**src/rtl/led_chaser_if.sv**
```systemverilog
// Control and display signals between the switch bank, the LED chaser and the LED bus.
// The master drives the animation controls; the slave returns the pattern and the pulses.
interface led_chaser_if #(
    parameter int NLEDS = 8
);
    logic             freeze;
    logic             dir;
    logic [1:0]       mode;
    logic [NLEDS-1:0] led;
    logic             step;
    logic             wrap;

    modport master (output freeze, dir, mode, input led, step, wrap);
    modport slave  (input freeze, dir, mode, output led, step, wrap);
endinterface

```
**src/rtl/led_chaser.sv**
```systemverilog
// N-LED chaser with a built-in step prescaler and four animation modes.
// Modes: shift, rotate, bounce and bar fill. step/wrap pulses mark advances and pattern periods.
module led_chaser #(
    parameter int NLEDS = 8,
    parameter int DIV   = 100000000
) (
    input  logic         clk_2,
    input  logic         reset,
    led_chaser_if.slave  bus
);
    localparam int CW = (DIV > 1) ? $clog2(DIV) : 1;
    localparam logic [CW-1:0]    CNT_LAST = CW'(DIV - 1);
    localparam logic [NLEDS-1:0] MSB_ONLY = {1'b1, {(NLEDS-1){1'b0}}};
    localparam logic [NLEDS-1:0] LSB_ONLY = NLEDS'(1);
    localparam logic [NLEDS-1:0] ALL_ONES = '1;

    localparam logic [1:0] M_SHIFT  = 2'd0;
    localparam logic [1:0] M_ROTATE = 2'd1;
    localparam logic [1:0] M_BOUNCE = 2'd2;
    localparam logic [1:0] M_BAR    = 2'd3;

    logic [CW-1:0]    cnt_q, cnt_d;
    logic [NLEDS-1:0] led_q, led_d;
    logic             bdir_q, bdir_d;
    logic             step_q, step_d;
    logic             wrap_q, wrap_d;
    logic             tick;
    logic             legal;

    function automatic logic is_onehot(input logic [NLEDS-1:0] v);
        return (v != '0) && ((v & (v - NLEDS'(1))) == '0);
    endfunction

    // A bar is a run of ones from the fill edge; mirror to an LSB-anchored run and test it.
    function automatic logic is_bar(input logic [NLEDS-1:0] v, input logic d);
        logic [NLEDS-1:0] x;
        x = d ? v : ~v;
        return (x & (x + NLEDS'(1))) == '0;
    endfunction

    function automatic logic [NLEDS-1:0] start_pat(input logic [1:0] m, input logic d);
        logic [NLEDS-1:0] p;
        case (m)
            M_BAR:    p = '0;
            M_BOUNCE: p = MSB_ONLY;
            default:  p = d ? LSB_ONLY : MSB_ONLY;
        endcase
        return p;
    endfunction

    always_ff @(posedge clk_2 or posedge reset) begin
        if (reset) begin
            cnt_q  <= '0;
            led_q  <= MSB_ONLY;
            bdir_q <= 1'b0;
            step_q <= 1'b0;
            wrap_q <= 1'b0;
        end else begin
            cnt_q  <= cnt_d;
            led_q  <= led_d;
            bdir_q <= bdir_d;
            step_q <= step_d;
            wrap_q <= wrap_d;
        end
    end

    always_comb begin
        cnt_d  = cnt_q;
        led_d  = led_q;
        bdir_d = bdir_q;
        step_d = 1'b0;
        wrap_d = 1'b0;
        legal  = 1'b0;
        tick   = !bus.freeze && (cnt_q == CNT_LAST);

        if (!bus.freeze) begin
            cnt_d = tick ? '0 : cnt_q + CW'(1);
        end

        if (tick) begin
            step_d = 1'b1;
            case (bus.mode)
                M_SHIFT: legal = is_onehot(led_q) || (led_q == '0);
                M_BAR:   legal = is_bar(led_q, bus.dir);
                default: legal = is_onehot(led_q);
            endcase

            if (!legal) begin
                led_d = start_pat(bus.mode, bus.dir);
                if (bus.mode == M_BOUNCE) begin
                    bdir_d = 1'b0;
                end
            end else begin
                case (bus.mode)
                    M_SHIFT: begin
                        if (led_q == '0) begin
                            led_d  = start_pat(M_SHIFT, bus.dir);
                            wrap_d = 1'b1;
                        end else begin
                            led_d = bus.dir ? (led_q << 1) : (led_q >> 1);
                        end
                    end
                    M_ROTATE: begin
                        if (bus.dir) begin
                            led_d  = {led_q[NLEDS-2:0], led_q[NLEDS-1]};
                            wrap_d = led_q[NLEDS-1];
                        end else begin
                            led_d  = {led_q[0], led_q[NLEDS-1:1]};
                            wrap_d = led_q[0];
                        end
                    end
                    M_BOUNCE: begin
                        // Edge LEDs are shown once per pass: turn around one position early.
                        if (!bdir_q && led_q[0]) begin
                            bdir_d = 1'b1;
                            led_d  = LSB_ONLY << 1;
                        end else if (bdir_q && led_q[NLEDS-1]) begin
                            bdir_d = 1'b0;
                            led_d  = MSB_ONLY >> 1;
                            wrap_d = 1'b1;
                        end else begin
                            led_d = bdir_q ? (led_q << 1) : (led_q >> 1);
                        end
                    end
                    default: begin
                        if (led_q == ALL_ONES) begin
                            led_d  = '0;
                            wrap_d = 1'b1;
                        end else if (bus.dir) begin
                            led_d = {led_q[NLEDS-2:0], 1'b1};
                        end else begin
                            led_d = {1'b1, led_q[NLEDS-1:1]};
                        end
                    end
                endcase
            end
        end
    end

    assign bus.led  = led_q;
    assign bus.step = step_q;
    assign bus.wrap = wrap_q;
endmodule

```
**src/flat_wrapper.sv**
```systemverilog
// flat-port wrapper written by rule: the top's interface ports become plain ports
module led_chaser_flat 
#(
    parameter int NLEDS = 8,
    parameter int DIV   = 100000000
)
  (clk_2, reset, bus_freeze, bus_dir, bus_mode, bus_led, bus_step, bus_wrap);
  led_chaser_if #(.NLEDS(NLEDS)) bus_i ();
  input  logic clk_2;
  input  logic reset;
  input wire logic [$bits(bus_i.freeze)-1:0] bus_freeze;
  input wire logic [$bits(bus_i.dir)-1:0] bus_dir;
  input wire logic [$bits(bus_i.mode)-1:0] bus_mode;
  output wire logic [$bits(bus_i.led)-1:0] bus_led;
  output wire logic [$bits(bus_i.step)-1:0] bus_step;
  output wire logic [$bits(bus_i.wrap)-1:0] bus_wrap;
  assign bus_i.freeze = bus_freeze;
  assign bus_i.dir = bus_dir;
  assign bus_i.mode = bus_mode;
  assign bus_led = bus_i.led;
  assign bus_step = bus_i.step;
  assign bus_wrap = bus_i.wrap;
  led_chaser #(.NLEDS(NLEDS), .DIV(DIV)) u_core (.clk_2(clk_2), .reset(reset), .bus(bus_i));
endmodule
```
**config.mk**
```make
export PLATFORM = sky130hd
export DESIGN_NAME = led_chaser_flat
export DESIGN_NICKNAME = d
export VERILOG_FILES = /design/src/rtl/led_chaser_if.sv /design/src/rtl/led_chaser.sv /design/src/flat_wrapper.sv
export SDC_FILE = /design/constraint.sdc
export NUM_CORES = 1
export LEC_CHECK = 0
export CAP_MARGIN = 10
export CORE_MARGIN = 2
export CORE_UTILIZATION = 64
export DETAILED_ROUTE_END_ITERATION = 8
export PLACE_DENSITY = 0.82
export SYNTH_ARGS = -nofsm -noshare
export SYNTH_HDL_FRONTEND = slang
export SYNTH_SLANG_ARGS = --single-unit
```
**constraint.sdc**
```tcl
create_clock -name clk_2 -period 5.4 [get_ports clk_2]
set_input_delay 1.08 -clock clk_2 [delete_from_list [all_inputs] [get_ports clk_2]]
set_output_delay 1.08 -clock clk_2 [all_outputs]
set_load 0.005 [all_outputs]
```
### Word level (Yosys, flattened, before mapping)

Index checks and enable logic that the tools add are counted.

| word-level totals | value |
|---|---|
| bits in registers | 38 |
| output and inout port bits | 10 |
| word-level logic and storage cells | 60 |

| cells by class | value |
|---|---|
| $add $sub $neg | 3 |
| eq/ne operators | 6 |
| multiplexer cells | 30 |
| bitwise operators | 3 |
| reductions and logical operators | 13 |

Operators with widths:

| kind | count |
|---|---|
| $mux 8 | 11 |
| $add 27x1->27 const B | 1 |
| $eq 27x27->1 const B | 1 |
| $mux 27 | 1 |
| $logic_not 8->1 | 3 |
| $pmux 8 s3 | 1 |
| $and 8x8->8 | 2 |
| $pmux 8 s2 | 1 |
| $mux 1 | 14 |
| $add 8x1->8 const B | 1 |
| $eq 8x8->1 const B | 1 |
| $not 8->8 | 1 |
| $reduce_bool 8->1 | 1 |
| $sub 8x1->8 const B | 1 |
| $eq 2x2->1 const B | 2 |
| $logic_and 1x1->1 | 4 |
| $ne 3x3->1 const B | 1 |
| $pmux 1 s3 | 1 |
| $reduce_and 3->1 | 1 |
| $eq 2x1->1 const B | 1 |
| $logic_not 1->1 | 2 |
| $logic_not 2->1 | 1 |
| $pmux 1 s2 | 1 |
| $logic_or 1x1->1 | 1 |

### Logic depth before layout (Yosys ltp)

Gate-level depths: netlist of run 1.

| depth | value |
|---|---|
| word-level depth | 9 |
| gate-level depth with buffers | 10 |
| gate-level depth less buffers | 8 |

### Worst setup path before layout of run 1

Ideal clock, no wire load.

| timing path | value |
|---|---|
| kind | input to register |
| start point | input port bus_dir |
| end point | register u_core.led_q[0] (netlist: u_core.bus.led[0]) |
| setup time | 0.123 ns |
| data arrival time | 3.265 ns |
| setup slack | 2.012 ns |
| stages | 9 |
| buffers on the path | 2 |
| cell sequence | clkbuf_1 buf_1 inv_1 ha_1 o221ai_1 a2bb2o_1 a31o_2 a221o_1 o221a_1 |

| between the ends | value |
|---|---|
| word-level cells in the longest chain between the ends | 7 |
| elaborated cells between the ends (all ways) | 15 |
| those cells by class | add/sub (1); mux (12); bitwise (1); reduce/logical (1) |

Ends and longest elaborated chain:

| element | RTL line | source |
|---|---|---|
| start: declaration | flat_wrapper.sv:12 | `input wire logic [$bits(bus_i.dir)-1:0] bus_dir;` |
| $mux 8 | led_chaser.sv:37 | `x = d ? v : ~v;` |
| $add 8x1->8 | led_chaser.sv:38 | `return (x & (x + NLEDS'(1))) == '0;` |
| $and 8x8->8 | led_chaser.sv:38 |  |
| $logic_not 8->1 | led_chaser.sv:38 |  |
| $pmux 1 s2 | led_chaser.sv:82 | `case (bus.mode)` |
| $mux 1 | led_chaser.sv:80 | `if (tick) begin` |
| $mux 8 (*) | led_chaser.sv:88 | `if (!legal) begin` |
| end signal: assignment | led_chaser.sv:60 | `led_q <= led_d;` |
| end: declaration | led_chaser.sv:23 | `logic [NLEDS-1:0] led_q, led_d;` |

Every way passes the cells marked *; elsewhere a longest branch is shown, timed or not. The select of a mux whose other input is x is not followed.
A chain may end at the register's enable or synchronous reset.

### Worst setup path in the final report of run 1

| timing path | value |
|---|---|
| start point | input port bus_dir |
| end point | register u_core.bdir_q |

| between the ends | value |
|---|---|
| word-level cells in the longest chain between the ends | 8 |
| elaborated cells between the ends (all ways) | 9 |
| those cells by class | add/sub (1); eq/ne (1); mux (4); bitwise (1); reduce/logical (2) |

Ends and longest elaborated chain:

| element | RTL line | source |
|---|---|---|
| $mux 8 (*) | led_chaser.sv:37 |  |
| $add 8x1->8 | led_chaser.sv:38 |  |
| $and 8x8->8 (*) | led_chaser.sv:38 |  |
| $logic_not 8->1 (*) | led_chaser.sv:38 |  |
| $pmux 1 s2 (*) | led_chaser.sv:82 |  |
| $mux 1 (*) | led_chaser.sv:80 |  |
| $ne 3x3->1 (no line) | - |  |
| $reduce_and 3->1 (no line) | - |  |
| end signal: assignment | led_chaser.sv:61 | `bdir_q <= bdir_d;` |
| end: declaration | led_chaser.sv:24 | `logic bdir_q, bdir_d;` |

Marks and branches as above.

==> tab_implementation.tex, run 1 <==
\begin{tabular}{lr}
\hline
Metric & Value \\
\hline
\multicolumn{2}{l}{\textbf{Clock tree}} \\
\# hold bufs at CTS & 0 \\
Max clock buf depth & 2 \\
Clock buffer count from CTS & 5 \\
Clock sink count & 38 \\
Clock-pin slew on the worst setup and hold paths & 0.07 ns \\
Gates resized, CTS repair & 0 \\
Clock latency on the worst-skew pair & 0.28 ns \\
Clock root buffer & sky130\_fd\_sc\_hd\_\_clkbuf\_8 \\
Buffers inserted during post-CTS setup optimization & 0 \\
Number of levels in the clock H-tree & 2 \\
TritonCTS clock tree & built \\
\multicolumn{2}{l}{\textbf{Global routing}} \\
First-pass GRT wire length & 8811 um \\
Antenna violations before repair & 0 \\
Overall Global Routing Usage & 25.68\% \\
Largest net degree at the start of global routing & 39 \\
Number of global-route vias before repair & 1950 \\
Total congestion overflow after global routing & 0 \\
\multicolumn{2}{l}{\textbf{Worst setup path}} \\
Category of the worst setup path launch point & input port \\
Reg2Reg Launch Point & u\_core.bus.led[0] \\
Highest cell delay on the worst timing path & 0.96 ns \\
Start-to-end type of the worst setup path & input port to register \\
Critical Path Stages & 8 \\
Count of buffering cells on the critical path with inverters included & 2 \\
Reg2Reg Depth & 6 \\
Worst setup path start & bus\_dir \\
Required time worst endpoint & 5.56 ns \\
Critical-path maximum fanout & 20 \\
Critical path endpoint category & register \\
Slowest cell on the critical path & sky130\_fd\_sc\_hd\_\_clkdlybuf4s50\_1 \\
Ordered list of cells on the worst path & clkdlybuf4s50\_1 -> inv\_1 -> ha\_1 -> o221ai\_1 -> a2bb2o\_1 -> a31oi\_1 -> nor2\_2 -> a221o\_1 \\
Critical path data arrival time & 3.83 ns \\
Largest delay contributor family on the critical path & compound AO/OA/AOI/OAI gates \\
\multicolumn{2}{l}{\textbf{Power and ir drop}} \\
Largest vdd supply drop & 0.0002474 V \\
P per Cell Area & 214.5 mW/mm\^{}2 \\
Static Leakage & 0.001188 uW \\
\multicolumn{2}{l}{\textbf{Floorplanning}} \\
Cell row count & 23 \\
Y dimension of the die & 67.40 um \\
Die Width & 67.40 um \\
Die Outline Area & 0.004543 mm\^{}2 \\
Core area & 0.003943 mm\^{}2 \\
Initial Utilization & 65.25\% \\
Boundary pin count & 16 \\
\multicolumn{2}{l}{\textbf{Finish}} \\
Layout cell share with drive strength beyond 1 & 9.343\% \\
Synth-to-Final Area Change & 9.387\% \\
Final cell count without fillers & 339 \\
Cell area after layout & 0.002814 mm\^{}2 \\
Total inserted antenna cells & 0 \\
\# nets final & 303 \\
\multicolumn{2}{l}{\textbf{Yosys}} \\
Synth Instances & 279 \\
Primary FF master, synth & sky130\_fd\_sc\_hd\_\_dfrtp\_1 \\
Netlist area before placement & 0.002572 mm\^{}2 \\
Post-synthesis area per instance & 9.220 um\^{}2 \\
Asr flop ratio synth & 100.0\% \\
Biggest area contributors in the synthesized netlist & sky130\_fd\_sc\_hd\_\_dfrtp\_1 (36\%), sky130\_fd\_sc\_hd\_\_ha\_1 (4.4\%), sky130\_fd\_sc\_hd\_\_nor2\_1 (4.4\%), sky130\_fd\_sc\_hd\_\_xnor2\_1 (4.1\%), sky130\_fd\_sc\_hd\_\_mux2i\_1 (3.5\%) \\
Count of synthesis-stage warnings from yosys & 0 \\
Syn Nets & 294 \\
Yosys cell types & 65 \\
Number of synthesized register bits & 38 \\
Area share of the largest cell type after synthesis & 35.99\% \\
Fraction of the yosys area taken by sequential cells & 37.01\% \\
Dominant cell type by area after synthesis & sky130\_fd\_sc\_hd\_\_dfrtp\_1 \\
Number of enable-type register cells in the synthesized netlist & 0 \\
\multicolumn{2}{l}{\textbf{Route}} \\
Routed length per placed instance & 15.38 um \\
Total via count after detailed routing & 2081 \\
Router iterations before antenna repair & 4 \\
Routed wire length & 5215 um \\
Antenna Violating Nets Remaining & 0 \\
Detailed-route DRC error count & 0 \\
Via count normalized by instance count & 6.139 \\
Detailed router's first-iteration violation count & 172 \\
\multicolumn{2}{l}{\textbf{Timing}} \\
Top achievable clock speed & 272.8 MHz \\
Final hold violation count & 0 \\
Setup repair after global routing missed its margin & no \\
Worst Max-Slew Pin Slew & 1.051 ns \\
Final worst clock skew & 0.006768 ns \\
Aggregate negative setup slack & 0 ns \\
Headroom to the max-slew limit & 29.28\% \\
Final period util & 67.87\% \\
Final Critical Period & 3.665 ns \\
Setup-violating endpoint count in the final report & 0 \\
Worst hold margin & 0.4792 ns \\
Final Max Tran Viols & 0 \\
\multicolumn{2}{l}{\textbf{Min path}} \\
Hold WC Path Type & register to register \\
Hold depth & 1 \\
Beginning of the worst hold path & u\_core.cnt\_q[25] \\
\multicolumn{2}{l}{\textbf{Placed design}} \\
Instance area after placement & 0.002723 mm\^{}2 \\
Number of port buffers & 15 \\
DP Wirelength & 3689 um \\
Placed cells & 331 \\
Routability congestion estimate from global placement & 0.8641 \\
\multicolumn{2}{l}{\textbf{Job}} \\
Number of max-cap violations & 0 \\
\multicolumn{2}{l}{\textbf{Run status}} \\
Run status & complete, no violations \\
\hline
\end{tabular}
-- state kept, by name, indices dropped and copies added (netlist names) --
name / cells
u_core.bus.step: 1
u_core.bus.led: 8
u_core.bus.wrap: 1
u_core.bdir_q: 1
u_core.cnt_q: 27
-- layout make-up --
cell class	count	area, um^2
Clock buffer	7	86.33
Clock inverter	1	5.005
Fill cell	296	1129
Inverter	16	60.06
Multi-Input combinational cell	210	1483
Sequential cell	38	952.2
Tap cell	50	62.56
Timing Repair Buffer	17	165.2
-- through the flow --
| step | total power, uW | setup WS, ns | utilization, % |
|---|---|---|---|
| 2_1_floorplan | 391.1 | 2.012 | - |
| 3_3_place_gp | 410.1 | 1.511 | 69.06 |
| 3_5_place_dp | 412.5 | 1.451 | 69.06 |
| 4_1_cts | 609.8 | 1.760 | 71.37 |
| 5_1_grt | 635.2 | 1.580 | 71.37 |
| 6_report | 603.7 | 1.735 | 71.37 |
-- worst reg2reg max path: cells and delay by family (launching register included) --
kind	cells	cell delay, ns
AO/OA/AOI/OAI	4	1.33
flip-flops	1	0.56
AND/OR/NAND/NOR	2	0.76
-- cell families after synthesis --
logic type | share of synthesized area, %
fa+ha+maj | 4.378
flops | 37.01
buf+inv | 5.690
xor+xnor | 7.490
simple gates | 22.47
compound gates | 18.14
mux | 4.815
-- cells in the mapped netlist (all sizes together), types with 3 or more instances --
cell    instances
nor4            4
nand2b          4
mux2i           9
xor2           10
xnor2          12
buf             9
a31o            4
o221ai          4
a31oi           3
nand4           5
or4             3
o21ai           8
dfrtp          37
nand2          23
clkbuf          6
and3            4
a21o            3
inv            16
or3             3
o22a            4
nor3            9
a21oi           5
nand3           9
and2            3
o31ai           5
ha              9
mux2            3
nor2           31
-- report_power, final --
part           internal (uW)  switching (uW)  total, uW
clock network            103            92.9        196
registers                306            24.9        331
logic                   35.8            41.3       77.1
total                    445             159        604
-- layout by cell type (no fill, tap or decap), types with 5 or more instances in the layout --
| cell | netlist | layout |
|---|---|---|
| sky130_fd_sc_hd__a21oi_1 | 5 | 5 |
| sky130_fd_sc_hd__clkbuf_8 | 0 | 6 |
| sky130_fd_sc_hd__clkdlybuf4s50_1 | 0 | 15 |
| sky130_fd_sc_hd__dfrtp_1 | 37 | 37 |
| sky130_fd_sc_hd__ha_1 | 9 | 9 |
| sky130_fd_sc_hd__inv_1 | 16 | 16 |
| sky130_fd_sc_hd__mux2i_1 | 9 | 9 |
| sky130_fd_sc_hd__nand2_1 | 22 | 22 |
| sky130_fd_sc_hd__nand3_1 | 9 | 9 |
| sky130_fd_sc_hd__nand4_1 | 5 | 5 |
| sky130_fd_sc_hd__nor2_1 | 30 | 30 |
| sky130_fd_sc_hd__nor3_1 | 9 | 9 |
| sky130_fd_sc_hd__o21ai_0 | 7 | 7 |
| sky130_fd_sc_hd__xnor2_1 | 12 | 12 |
| sky130_fd_sc_hd__xor2_1 | 10 | 10 |
-- path summary, 6_finish.rpt --
path	slack, ns	endpoint
worst max-delay path	1.73	u_core.bdir_q
worst min-delay path	0.48	u_core.cnt_q[25]
worst max register to register	2.64	u_core.bus.led[0]
worst min register to register	0.48	u_core.cnt_q[25]
max in group asynchronous	3.84	u_core.bus.led[7]
min in group asynchronous	1.21	u_core.bus.wrap
-- routing by layer --
layer	track usage, %	wire [um]	up-vias
met5	0	0	-
met4	8.673	65	0
met3	5.167	275	8
met2	42.57	2540	59
met1	33.66	2333	992
li1	-	-	1022
Power figures use the tool's default switching activity.
==> run 2: changes to the inputs <==
--- a/config.mk
+++ b/config.mk
@@ -7,9 +7,9 @@
 export LEC_CHECK = 0
 export CAP_MARGIN = 10
 export CORE_MARGIN = 2
-export CORE_UTILIZATION = 64
+export CORE_UTILIZATION = 54
 export DETAILED_ROUTE_END_ITERATION = 8
-export PLACE_DENSITY = 0.82
+export PLACE_DENSITY = 0.73
 export SYNTH_ARGS = -nofsm -noshare
 export SYNTH_HDL_FRONTEND = slang
 export SYNTH_SLANG_ARGS = --single-unit
==> constraint.sdc (replaced) <==
create_clock -name clk_2 -period 3.1 [get_ports clk_2]
set_input_delay 0.62 -clock clk_2 [delete_from_list [all_inputs] [get_ports clk_2]]
set_output_delay 0.62 -clock clk_2 [all_outputs]
set_load 0.005 [all_outputs]
==> tab_implementation.tex, run 2 (same netlist as run 1, synthesis figures left out) <==
\begin{tabular}{lr}
\hline
Metric & Value \\
\hline
\multicolumn{2}{l}{\textbf{Run status}} \\
Run status & complete, no violations \\
\multicolumn{2}{l}{\textbf{Placed design}} \\
DP Wirelength & 3972 um \\
Pre-CTS setup slack & 0.2084 ns \\
Number of port buffers & 15 \\
Routability congestion estimate from global placement & 0.9295 \\
Instance area after placement & 0.002840 mm\^{}2 \\
\multicolumn{2}{l}{\textbf{Finish}} \\
Fraction of the core area covered by cells at the end of the flow & 63.30\% \\
Leading cell type in the layout, fill and taps excluded & sky130\_fd\_sc\_hd\_\_dfrtp\_1 \\
Synth-to-Final Area Change & 14.69\% \\
\# nets final & 318 \\
Leading cell types in the layout, fill and taps excluded & sky130\_fd\_sc\_hd\_\_dfrtp\_1 (37), sky130\_fd\_sc\_hd\_\_nor2\_1 (30), sky130\_fd\_sc\_hd\_\_nand2\_1 (22) \\
Layout cell share with drive strength beyond 1 & 14.14\% \\
Total inserted antenna cells & 0 \\
Register ranked first by flip-flop count & u\_core.cnt\_q \\
Largest register FFs & 27 \\
Cell area after layout & 0.002950 mm\^{}2 \\
\multicolumn{2}{l}{\textbf{Worst setup path}} \\
Required time worst endpoint & 3.27 ns \\
Worst flop-to-flop path endpoint & u\_core.bus.led[0] \\
Category of the worst setup path launch point & input port \\
Critical-path maximum fanout & 4 \\
Critical path endpoint category & register \\
Reg2Reg Depth & 6 \\
Critical path data arrival time & 2.78 ns \\
Start-to-end type of the worst setup path & input port to register \\
Register-to-register path setup slack & 0.58 ns \\
Reg2Reg Launch Point & u\_core.bus.led[0] \\
\multicolumn{2}{l}{\textbf{Route}} \\
Routed wire length & 5418 um \\
Routed length per placed instance & 15.13 um \\
Detailed router's first-iteration violation count & 145 \\
Router iterations before antenna repair & 4 \\
Detailed-route DRC error count & 0 \\
Total via count after detailed routing & 2138 \\
Antenna Violating Nets Remaining & 0 \\
Via count normalized by instance count & 5.972 \\
\multicolumn{2}{l}{\textbf{Timing}} \\
Setup-violating endpoint count in the final report & 0 \\
Final Worst Setup Slack & 0.4909 ns \\
Final worst clock skew & 0.004520 ns \\
Aggregate negative setup slack & 0 ns \\
Final Max Tran Viols & 0 \\
Final hold violation count & 0 \\
Headroom to the max-slew limit & 66.74\% \\
Final period util & 84.16\% \\
Setup repair after global routing missed its margin & no \\
Top achievable clock speed & 383.3 MHz \\
Worst Max-Slew Pin Slew & 0.4990 ns \\
Final Critical Period & 2.609 ns \\
\multicolumn{2}{l}{\textbf{Power and ir drop}} \\
Combinational group share of total power & 12.7\% \\
Switching Share & 25.37\% \\
Largest vdd supply drop & 0.0004965 V \\
Cell-internal power & 822.8 uW \\
Switching power & 279.7 uW \\
Clock share of power & 35.0\% \\
Static Leakage & 0.001274 uW \\
Total power draw & 1103 uW \\
P per Cell Area & 373.7 mW/mm\^{}2 \\
Sequential share of power & 52.2\% \\
\multicolumn{2}{l}{\textbf{Clock tree}} \\
Clock sink count & 38 \\
Clock root buffer & sky130\_fd\_sc\_hd\_\_clkbuf\_8 \\
\# hold bufs at CTS & 0 \\
Clock latency on the worst-skew pair & 0.29 ns \\
Clock buffer count from CTS & 5 \\
Max clock buf depth & 2 \\
Clock-pin slew on the worst setup and hold paths & 0.07 ns \\
Number of levels in the clock H-tree & 2 \\
Gates resized, CTS repair & 0 \\
Buffers inserted during post-CTS setup optimization & 0 \\
TritonCTS clock tree & built \\
\multicolumn{2}{l}{\textbf{Global routing}} \\
Overall Global Routing Usage & 22.60\% \\
First-pass GRT wire length & 9204 um \\
Total congestion overflow after global routing & 0 \\
Largest net degree at the start of global routing & 39 \\
Antenna violations before repair & 0 \\
Number of global-route vias before repair & 2044 \\
\multicolumn{2}{l}{\textbf{Floorplanning}} \\
Cell row count & 25 \\
Initial Utilization & 55.19\% \\
Y dimension of the die & 73.02 um \\
Boundary pin count & 16 \\
Die Outline Area & 0.005332 mm\^{}2 \\
Die Width & 73.02 um \\
Core area & 0.004661 mm\^{}2 \\
\multicolumn{2}{l}{\textbf{Min path}} \\
Beginning of the worst hold path & u\_core.cnt\_q[25] \\
Sink of the worst hold path & u\_core.cnt\_q[25] \\
Hold WC Path Type & register to register \\
Hold depth & 1 \\
\multicolumn{2}{l}{\textbf{Job}} \\
Number of max-cap violations & 0 \\
\hline
\end{tabular}
==> run 2: critical path, stage by stage <==
cell                              delay (ns)
sky130_fd_sc_hd__clkdlybuf4s50_1        0.54
sky130_fd_sc_hd__inv_1                  0.09
sky130_fd_sc_hd__ha_1                   0.31
sky130_fd_sc_hd__o221ai_1               0.17
sky130_fd_sc_hd__a2bb2o_1               0.31
sky130_fd_sc_hd__a31oi_1                0.34
sky130_fd_sc_hd__nor2_2                 0.09
sky130_fd_sc_hd__a221o_1                0.30
==> run 2: cell type report <==
cell class / count / area [um^2]
clock buffer: 8 / 110.1
fill: 399 / 1710
inverter: 16 / 60.06
multi-input combinational: 210 / 1483
sequential: 38 / 952.2
tap: 54 / 67.56
timing repair buffer: 32 / 277.8
==> run 2: stage by stage <==
step	instances	hold WS [ns]
3_5_place_dp	350	0.4841
5_1_grt	358	0.5312
4_1_cts	358	0.4969
3_3_place_gp	350	0.4622
6_report	358	0.4943
2_1_floorplan	279	0.4454
==> run 2: power by group through the flow <==
| stage | sequential [uW] | combinational (uW) | clock [uW] |
|---|---|---|---|
| CTS | 576 | 143 | 401 |
| global placement | 582 | 137 | 0 |
| detailed placement | 584 | 142 | 0 |
| floorplan | 574 | 107 | 0 |
| global route | 584 | 160 | 418 |
| finish | 576 | 140 | 386 |
==> run 2: routing by layer <==
layer	part of all wire, %	track usage [%]	up-vias
li1	-	-	1057
met1	44	27.92	1014
met2	50	38.24	56
met3	3.9	4.282	11
met4	2.3	10.08	0
met5	0	0	-
==> run 2: how the worst max path moves through the flow <==
stage | from | endpoint
after floorplan | bus_dir | u_core.bus.led[0]
after global placement | bus_dir | u_core.bdir_q
after detailed placement | bus_dir | u_core.bdir_q
after CTS | bus_dir | u_core.bdir_q
after global routing | bus_dir | u_core.bus.led[7]
final | bus_dir | u_core.bdir_q
